===== src/rtl/branch_pkg.sv =====
// Purpose: shared opcode constants, enums and branch-class decode for branch_ctrl.
// Latency: n/a (types, constants and one combinational helper).
// Backpressure: n/a.
//
// Contents: LEGv8 branch opcode fields, condition-code enum, FSM state enum,
// branch-class enum, and decodeClass() which maps an instruction word to a class.
package branch_pkg;

   // Opcode fields: B/BL match on instr[31:26], the rest on instr[31:24].
   localparam logic [5:0] OP_B     = 6'b000101;
   localparam logic [5:0] OP_BL    = 6'b100101;
   localparam logic [7:0] OP_CBZ   = 8'b10110100;
   localparam logic [7:0] OP_CBNZ  = 8'b10110101;
   localparam logic [7:0] OP_BCOND = 8'b01010100;

   typedef enum logic [3:0] {
      EQ = 4'h0, NE = 4'h1, HS = 4'h2, LO = 4'h3,
      MI = 4'h4, PL = 4'h5, VS = 4'h6, VC = 4'h7,
      HI = 4'h8, LS = 4'h9, GE = 4'hA, LT = 4'hB,
      GT = 4'hC, LE = 4'hD, AL = 4'hE, NV = 4'hF
   } condT;

   typedef enum logic [1:0] {
      IDLE    = 2'd0,
      RESOLVE = 2'd1,
      FLUSH   = 2'd2
   } stateT;

   typedef enum logic [2:0] {
      BR_NONE  = 3'd0,
      BR_B     = 3'd1,
      BR_BL    = 3'd2,
      BR_CBZ   = 3'd3,
      BR_CBNZ  = 3'd4,
      BR_BCOND = 3'd5
   } brClassT;

   // Anything that is not one of the five branch encodings decodes to BR_NONE.
   function automatic brClassT decodeClass(input logic [31:0] word);
      brClassT cls;
      cls = BR_NONE;
      if (word[31:26] == OP_B)
         cls = BR_B;
      else if (word[31:26] == OP_BL)
         cls = BR_BL;
      else if (word[31:24] == OP_CBZ)
         cls = BR_CBZ;
      else if (word[31:24] == OP_CBNZ)
         cls = BR_CBNZ;
      else if (word[31:24] == OP_BCOND)
         cls = BR_BCOND;
      return cls;
   endfunction

endpackage


===== src/rtl/branch_ctrl_cond_eval.sv =====
// Purpose: evaluate an ARM condition code against NZCV flags.
// Latency: purely combinational, zero cycles.
// Backpressure: none.
//
// Ports: cond[3:0] condition code; n, z, c, v flag bits; taken = condition holds.
module cond_eval
   import branch_pkg::*;
(
   input  logic [3:0] cond,
   input  logic       n,
   input  logic       z,
   input  logic       c,
   input  logic       v,
   output logic       taken
);

   logic base;

   // Conditions come in complementary pairs: cond[3:1] selects the base
   // test and cond[0] inverts it, except for the always-true pair 111x.
   always_comb begin
      base = 1'b1;
      unique case (cond[3:1])
         3'd0:    base = z;                    // EQ / NE
         3'd1:    base = c;                    // HS / LO
         3'd2:    base = n;                    // MI / PL
         3'd3:    base = v;                    // VS / VC
         3'd4:    base = c & ~z;               // HI / LS
         3'd5:    base = (n == v);             // GE / LT
         3'd6:    base = ~z & (n == v);        // GT / LE
         default: base = 1'b1;                 // AL / NV
      endcase
   end

   assign taken = (cond[3:1] == 3'b111) ? 1'b1 : (base ^ cond[0]);

endmodule


===== src/rtl/branch_ctrl.sv =====
// Purpose: decode LEGv8 branches, hold NZCV, resolve and drive the PC datapath controls.
// Latency: decode in cycle N, resolve (brTaken/stall/link) in N+1, flush in N+2 if taken.
// Backpressure: stall holds fetch for the single RESOLVE cycle; new instructions are ignored in RESOLVE and FLUSH.
//
// Ports: clk, reset (async, active-high); instr/instrValid fetched word;
// aluFlags/setFlags flag update from execute; regZero Rt==0 during RESOLVE;
// uncondBr, brTaken, condAddr19, brAddr26, link to the PC datapath;
// stall, flush to fetch; flags current NZCV register.
module branch_ctrl
   import branch_pkg::*;
#(
   parameter int INSTR_W = 32
)
(
   input  logic               clk,
   input  logic               reset,
   input  logic [INSTR_W-1:0] instr,
   input  logic               instrValid,
   input  logic [3:0]         aluFlags,
   input  logic               setFlags,
   input  logic               regZero,
   output logic               uncondBr,
   output logic               brTaken,
   output logic [18:0]        condAddr19,
   output logic [25:0]        brAddr26,
   output logic               link,
   output logic               stall,
   output logic               flush,
   output logic [3:0]         flags
);

   stateT       state;
   stateT       nextState;
   brClassT     decClass;
   brClassT     capClass;
   logic [3:0]  capCond;
   logic [18:0] capAddr19;
   logic [25:0] capAddr26;
   logic [3:0]  flagsReg;
   logic [3:0]  evalFlags;
   logic        capture;
   logic        condTaken;
   logic        resolveTaken;

   assign decClass = decodeClass(instr[31:0]);
   assign capture  = (state == IDLE) && instrValid && (decClass != BR_NONE);

   // ---------------- state and capture registers ----------------
   always_ff @(posedge clk or posedge reset) begin
      if (reset)
         state <= IDLE;
      else
         state <= nextState;
   end

   always_ff @(posedge clk or posedge reset) begin
      if (reset) begin
         capClass  <= BR_NONE;
         capCond   <= 4'h0;
         capAddr19 <= '0;
         capAddr26 <= '0;
      end else if (capture) begin
         capClass  <= decClass;
         capCond   <= instr[3:0];
         capAddr19 <= instr[23:5];
         capAddr26 <= instr[25:0];
      end
   end

   // Flag register loads whenever a flag-setting op completes, in any state.
   always_ff @(posedge clk or posedge reset) begin
      if (reset)
         flagsReg <= 4'h0;
      else if (setFlags)
         flagsReg <= aluFlags;
   end

   assign flags = flagsReg;

   // A flag-setting op completing in the same cycle as RESOLVE has not yet
   // reached flagsReg, so forward it straight into the condition check.
   assign evalFlags = setFlags ? aluFlags : flagsReg;

   cond_eval uCondEval (
      .cond  (capCond),
      .n     (evalFlags[3]),
      .z     (evalFlags[2]),
      .c     (evalFlags[1]),
      .v     (evalFlags[0]),
      .taken (condTaken)
   );

   always_comb begin
      resolveTaken = 1'b0;
      unique case (capClass)
         BR_B, BR_BL: resolveTaken = 1'b1;
         BR_CBZ:      resolveTaken = regZero;
         BR_CBNZ:     resolveTaken = ~regZero;
         BR_BCOND:    resolveTaken = condTaken;
         default:     resolveTaken = 1'b0;
      endcase
   end

   // ---------------- next state and outputs ----------------
   always_comb begin
      nextState  = state;
      uncondBr   = 1'b0;
      brTaken    = 1'b0;
      condAddr19 = '0;
      brAddr26   = '0;
      link       = 1'b0;
      stall      = 1'b0;
      flush      = 1'b0;
      unique case (state)
         IDLE: begin
            if (capture)
               nextState = RESOLVE;
         end
         RESOLVE: begin
            stall      = 1'b1;
            uncondBr   = (capClass == BR_B) || (capClass == BR_BL);
            condAddr19 = capAddr19;
            brAddr26   = capAddr26;
            brTaken    = resolveTaken;
            link       = (capClass == BR_BL);
            nextState  = resolveTaken ? FLUSH : IDLE;
         end
         FLUSH: begin
            flush     = 1'b1;
            nextState = IDLE;
         end
         default: nextState = IDLE;
      endcase
   end

endmodule

===== config.mk =====
export PLATFORM = sky130hd
export DESIGN_NAME = branch_ctrl
export DESIGN_NICKNAME = d
export VERILOG_FILES = /design/src/rtl/branch_pkg.sv /design/src/rtl/branch_ctrl_cond_eval.sv /design/src/rtl/branch_ctrl.sv
export SDC_FILE = /design/constraint.sdc
export NUM_CORES = 1
export LEC_CHECK = 0
export ABC_CLOCK_PERIOD_IN_PS = 1690
export CORE_MARGIN = 5
export CORE_UTILIZATION = 37
export CTS_CLUSTER_SIZE = 25
export DETAILED_ROUTE_END_ITERATION = 6
export PLACE_DENSITY = 0.77
export SYNTH_ARGS = -nofsm -noshare
export SYNTH_HDL_FRONTEND = slang
export SYNTH_SLANG_ARGS = --single-unit
export TNS_END_PERCENT = 100

===== constraint.sdc =====
create_clock -name clk -period 1.69 [get_ports clk]
set_input_delay 0.2535 -clock clk [delete_from_list [all_inputs] [get_ports clk]]
set_output_delay 0.2535 -clock clk [all_outputs]
set_load 0.02 [all_outputs]

* Word level (Yosys, flattened, before mapping)
Cells that the tools add are included.
Word-level totals: bits in registers 58, input port bits 41, output and inout port bits 54, logic and storage cells 58
Operators by class: equal/unequal tests 21, mux-type cells 19, bitwise gates (word level) 5, reductions and logical operators 7
Operators with widths (number):
- $mux 26 | 1
- $mux 19 | 1
- $eq 3x3->1 const B | 6
- $eq 8x8->1 const B | 2
- $mux 3 | 5
- $eq 3x2->1 const B | 4
- $eq 8x7->1 const B | 1
- $pmux 1 s7 | 1
- $eq 3x1->1 const B | 2
- $eq 6x3->1 const B | 1
- $eq 6x6->1 const B | 1
- $mux 1 | 6
- $mux 2 | 2
- $mux 4 | 1
- $pmux 1 s4 | 1
- $pmux 2 s2 | 1
- $logic_not 3->1 | 1
- $reduce_bool 3->1 | 1
- $and 1x1->1 | 2
- $eq 2x1->1 const B | 1
- $eq 2x2->1 const B | 1
- $logic_and 1x1->1 | 2
- $logic_not 2->1 | 1
- $ne 2x2->1 const B | 1
- 5 further kinds | 6

* Depth between registers and ports, before layout
depth in word-level cells 10, gate-level depth with buffers 6, gate-level depth less buffers 5

* By module
Synthesis repeated with hierarchy kept, for this count alone.
Unflattened totals: cells, all modules 177, area, all modules 2033.2 µm²
By module, submodules not included:
- branch_ctrl | times used 1, cells an instance 157, area an instance 1891.8 µm², sequential area each 875.8 µm²
- cond_eval | times used 1, cells an instance 20, area an instance 141.4 µm², sequential area each 0.0 µm²

* Worst setup path before layout
No wires, ideal clock.
path type reg2out, start register flagsReg[3] (netlist: flags[3]), end output brTaken, arrival time 1903 ps, required time 1436 ps, path slack -467 ps, cell stages (with the launch flop) 6, buffers on the path 0, cells stage by stage dfrtp_1 -> xnor2_1 -> a211oi_1 -> or4_4 -> nor4bb_1 -> nor3_1
On the way: cells in the longest elaborated chain, start to end 8
RTL lines:
- from (decl) | line branch_ctrl.sv:39 | logic [3:0] flagsReg;
- from (signal assigned) | line branch_ctrl.sv:75 | flagsReg <= aluFlags;
- $mux 4 (*)
- $eq 1x1->1 | line branch_ctrl_cond_eval.sv:29, branch_ctrl_cond_eval.sv:30
- $and 1x1->1 | line branch_ctrl_cond_eval.sv:30 | 3'd6: base = ~z & (n == v);
- $pmux 1 s7 (*) | line branch_ctrl_cond_eval.sv:23 | unique case (cond[3:1])
- $xor 1x1->1 (*) | line branch_ctrl_cond_eval.sv:35 | assign taken = (cond[3:1] == 3'b111) ? 1'b1 : (base ^ cond[0]);
- $mux 1 (*) | line branch_ctrl_cond_eval.sv:35
- $pmux 1 s4 (*) | line branch_ctrl.sv:95 | unique case (capClass)
- $mux 1 (*) | line branch_ctrl.sv:114 | unique case (state)
- to (decl) | line branch_ctrl.sv:23 | output logic brTaken,
Every way passes the cells marked *; elsewhere a longest branch is shown, timed or not.

* Worst setup path after layout
start register capCond[2], end output brTaken
On the way: cells in the longest elaborated chain, start to end 6, elaborated cells on any way between the ends 13, classes of those cells 7 x eq/ne; 4 x mux; 1 x bitwise; 1 x reduce/logical
RTL lines:
- from (decl) | line branch_ctrl.sv:36 | logic [3:0] capCond;
- from (signal assigned) | line branch_ctrl.sv:64 | capCond <= instr[3:0];
- $eq 3x3->1 (tied with other cells) | line branch_ctrl_cond_eval.sv:23
- $pmux 1 s7 | line branch_ctrl_cond_eval.sv:23
- $xor 1x1->1 | line branch_ctrl_cond_eval.sv:35
- $mux 1 (*) | line branch_ctrl_cond_eval.sv:35
- $pmux 1 s4 (*) | line branch_ctrl.sv:95
- $mux 1 (*) | line branch_ctrl.sv:114
Marks and branches as above.

==> metrics.md <==
| Metric | Value |
|---|---|
| Outcome | complete, but fails checks |
| Failing checks | setup timing |
| Multiplexer area fraction after synthesis | 0.1845 |
| Worst Tran Pin Value | 0.4526 ns |
| Vias post-DR | 1800 |
| Share of layout cells above drive strength 1 | 0.6000 |
| DRT Pass-1 Iters | 4 |
| Arrival time at the worst endpoint | 2.02 ns |
| Non-Filler Instances | 380 |
| Crit-path max FO | 7 |
| Mapped Area | 1987 um^2 |
| Kind of end point of the critical path | primary output |
| Unrepaired setup endpoints after global routing | yes |
| Synth Area in Simple Gates | 0.1744 |
| First-pass GRT wire length | 9.791 mm |
| Largest family of logic cells by synthesized area | multiplexers |
| Max-cap violations | 0 |
| CTS tree | built |
| Mean routed wirelength per cell | 16.88 um |
| Vias in the first global route | 1954 |
| GRT overflow | 0 |
| Area of the die | 6936 um^2 |
| Port Buffers | 94 |
| Syn_area_per_cell | 10.86 um^2 |
| Cell area after layout | 3890 um^2 |
| Rows | 26 |
| Htree depth | 2 |
| Synth Area in Adders | 0 |
| XOR/XNOR Fraction of Synth Area | 0.01322 |
| Synth cell types | 35 |
| Via density | 4.737 |
| Max Freq | 440.1 MHz |
| Most frequent cells in the layout | buf_6 (62), clkdlybuf4s50_1 (39), dfrtp_1 (33), buf_4 (28), and2_4 (26) |
| Setup ws final | -0.5821 ns |
| Ys flop type | dfrtp_1 |
| Clock sinks | 35 |
| Antenna Cells | 0 |
| Hpwl dp | 3.998 mm |
| Synth warn | 0 |
| Final net count | 350 |
| Worst-Skew Late Latency | 0.28 ns |
| Initial DRC Count | 58 |
| Mapped Cells | 183 |
| Worst slew margin | 0.6983 |
| Effective utilization at floorplan | 0.3841 |
| Clk slew on worst S/H paths | 0.08 ns |
| Seq/Total Area, Yosys | 0.4408 |
| Pwr/cell area | 750.1 nW/um^2 |
| Syn_nets | 224 |
| Area after DPL | 3163 um^2 |
| Core box area | 5172 um^2 |
| Synth-to-Final Area Change | 95.78% |
| Number of hold violations in the final report | 0 |
| DRC Markers | 0 |
| Antenna Nets Post-Route | 0 |
| Die Height | 83.28 um |
| Crit path kind | reg2out |
| Slew Limit Fails | 0 |
| Critical path launch point type | register |
| Final wirelength | 6.416 mm |
| Period minus WS final | 2.272 ns |
| Synth Area in Compound Gates | 0.07935 |
| Placed cells | 353 |
| Post-synth EDFFs | 0 |
| Routability Congestion | 0.7755 |
| Worst VDD drop | 0.5780 mV |
| Final period utilization | 1.344 |
| Req. time, crit path | 1.44 ns |
| Worst Clk Skew | 0.007468 ns |
| Commonest non-fill, non-tap cell in the layout | buf_6 |
| CTS buffer count | 5 |
| Hold Crit Class | in2async |
| Die Width | 83.28 um |
| Root buffer cell | clkbuf_8 |
| Final setup violation count | 78 |
| I/O pin count | 95 |
| Yosys reg bits | 35 |
| Hold_buf cts | 0 |
| Initial antenna violation count | 0 |
| Total GRT Usage | 0.1727 |
| LEAKAGE | 0.001806 uW |
| FFs w/ async S/R, synth | 1.000 |
| Largest buffer count on any clock path | 2 |
| Largest net degree at the start of global routing | 36 |
-- repair_timing --
| item | 4_1_cts | 5_1_grt |
|---|---|---|
| endpoints found under the setup margin | 76 | 80 |
| resized for setup | 282 | 112 |
| pin swaps | 6 | 28 |
| buffers inserted | 15 | 4 |
| gates cloned | 4 | 1 |
-- state kept, by name, indices dropped and copies added, names as in the netlist --
register	cells
capAddr19	18
capAddr26	5
flags	4
capClass	3
capCond	3
state	2
-- report_power, final --
group	total [uW]	switching (uW)	leakage (uW)	internal, uW
clock network	758	319	0.0000581	439
logic	982	368	0.00132	614
registers	1180	142	0.000433	1040
-- final timing paths --
| kind | from | end | slack (ns) | depth (start not counted) |
|---|---|---|---|---|
| setup reg to reg | state[0] | capAddr19[8] | -0.30 | 8 |
| setup / recovery | capCond[2] | brTaken | -0.58 | 7 |
| max in group asynchronous | reset | flags[0] | 0.98 | 3 |
| min in group clk | aluFlags[2] | flags[2] | 0.36 | 3 |
| hold / removal | reset | capAddr19[16] | 0.36 | 3 |
| hold reg to reg | capAddr19[7] | capAddr19[7] | 0.51 | 1 |
-- stage by stage --
stage	hold WS (ns)	power [uW]	setup slack, ns	setup TNS (ns)	utilization
3_3_place_gp	0.4809	1928	-1.011	-18.84	0.6115
4_1_cts	0.3666	2872	-0.5678	-9.366	0.6831
3_5_place_dp	0.4870	1956	-1.026	-18.84	0.6115
6_report	0.3618	2918	-0.5821	-16.20	0.7521
5_1_grt	0.3711	3066	-0.6480	-20.64	0.7521
2_1_floorplan	0.3667	1592	-0.1313	-0.1313	-
-- worst max-delay path, cell delays in order, from the launching register on --
cell and delay (ns):
dfrtp_1 0.44, buf_6 0.16, nand2_2 0.06, nor2_2 0.03
or4_4 0.51, a311oi_4 0.35, nor3_4 0.05, buf_6 0.14
-- cell usage after synthesis, drive strengths merged (3+ instances only) --
cell type,n,area (um^2)
o21ai,6,30.03
buf,24,183.9
dfrtp,35,875.8
a21oi,3,15.01
nand2,8,30.03
mux2,29,326.6
nor2b,4,25.02
nor2,7,26.28
clkbuf,3,11.26
and2,26,162.7
inv,5,18.77
mux2i,4,40.04
-- logic make-up (layout without fill, tap and decap cells) --
| family | count (synthesis) | after routing |
|---|---|---|
| flip-flops | 35 | 35 |
| AND/OR/NAND/NOR | 58 | 58 |
| AO/OA/AOI/OAI | 22 | 22 |
| buffers and inverters | 32 | 159 |
| multiplexers | 33 | 33 |
| XOR/XNOR | 3 | 3 |
-- routing by layer --
metal,share of wire,vias up,track usage
met3,0.060,5,0.04356
met2,0.54,60,0.3090
met4,0.0055,0,0.04309
li1,-,867,-
met1,0.40,868,0.2054
met5,0,-,0
-- area by class of cell --
| cell class | count | area, um^2 |
|---|---|---|
| well taps | 70 | 87.58 |
| repair buffers | 146 | 1592 |
| multi-input cells | 116 | 1201 |
| clock inverters | 3 | 43.79 |
| flip-flops and latches | 35 | 878.3 |
| clock buffers | 5 | 68.82 |
| inverters | 5 | 18.77 |
| fillers | 344 | 1282 |
(Power assumes the default switching activity.)
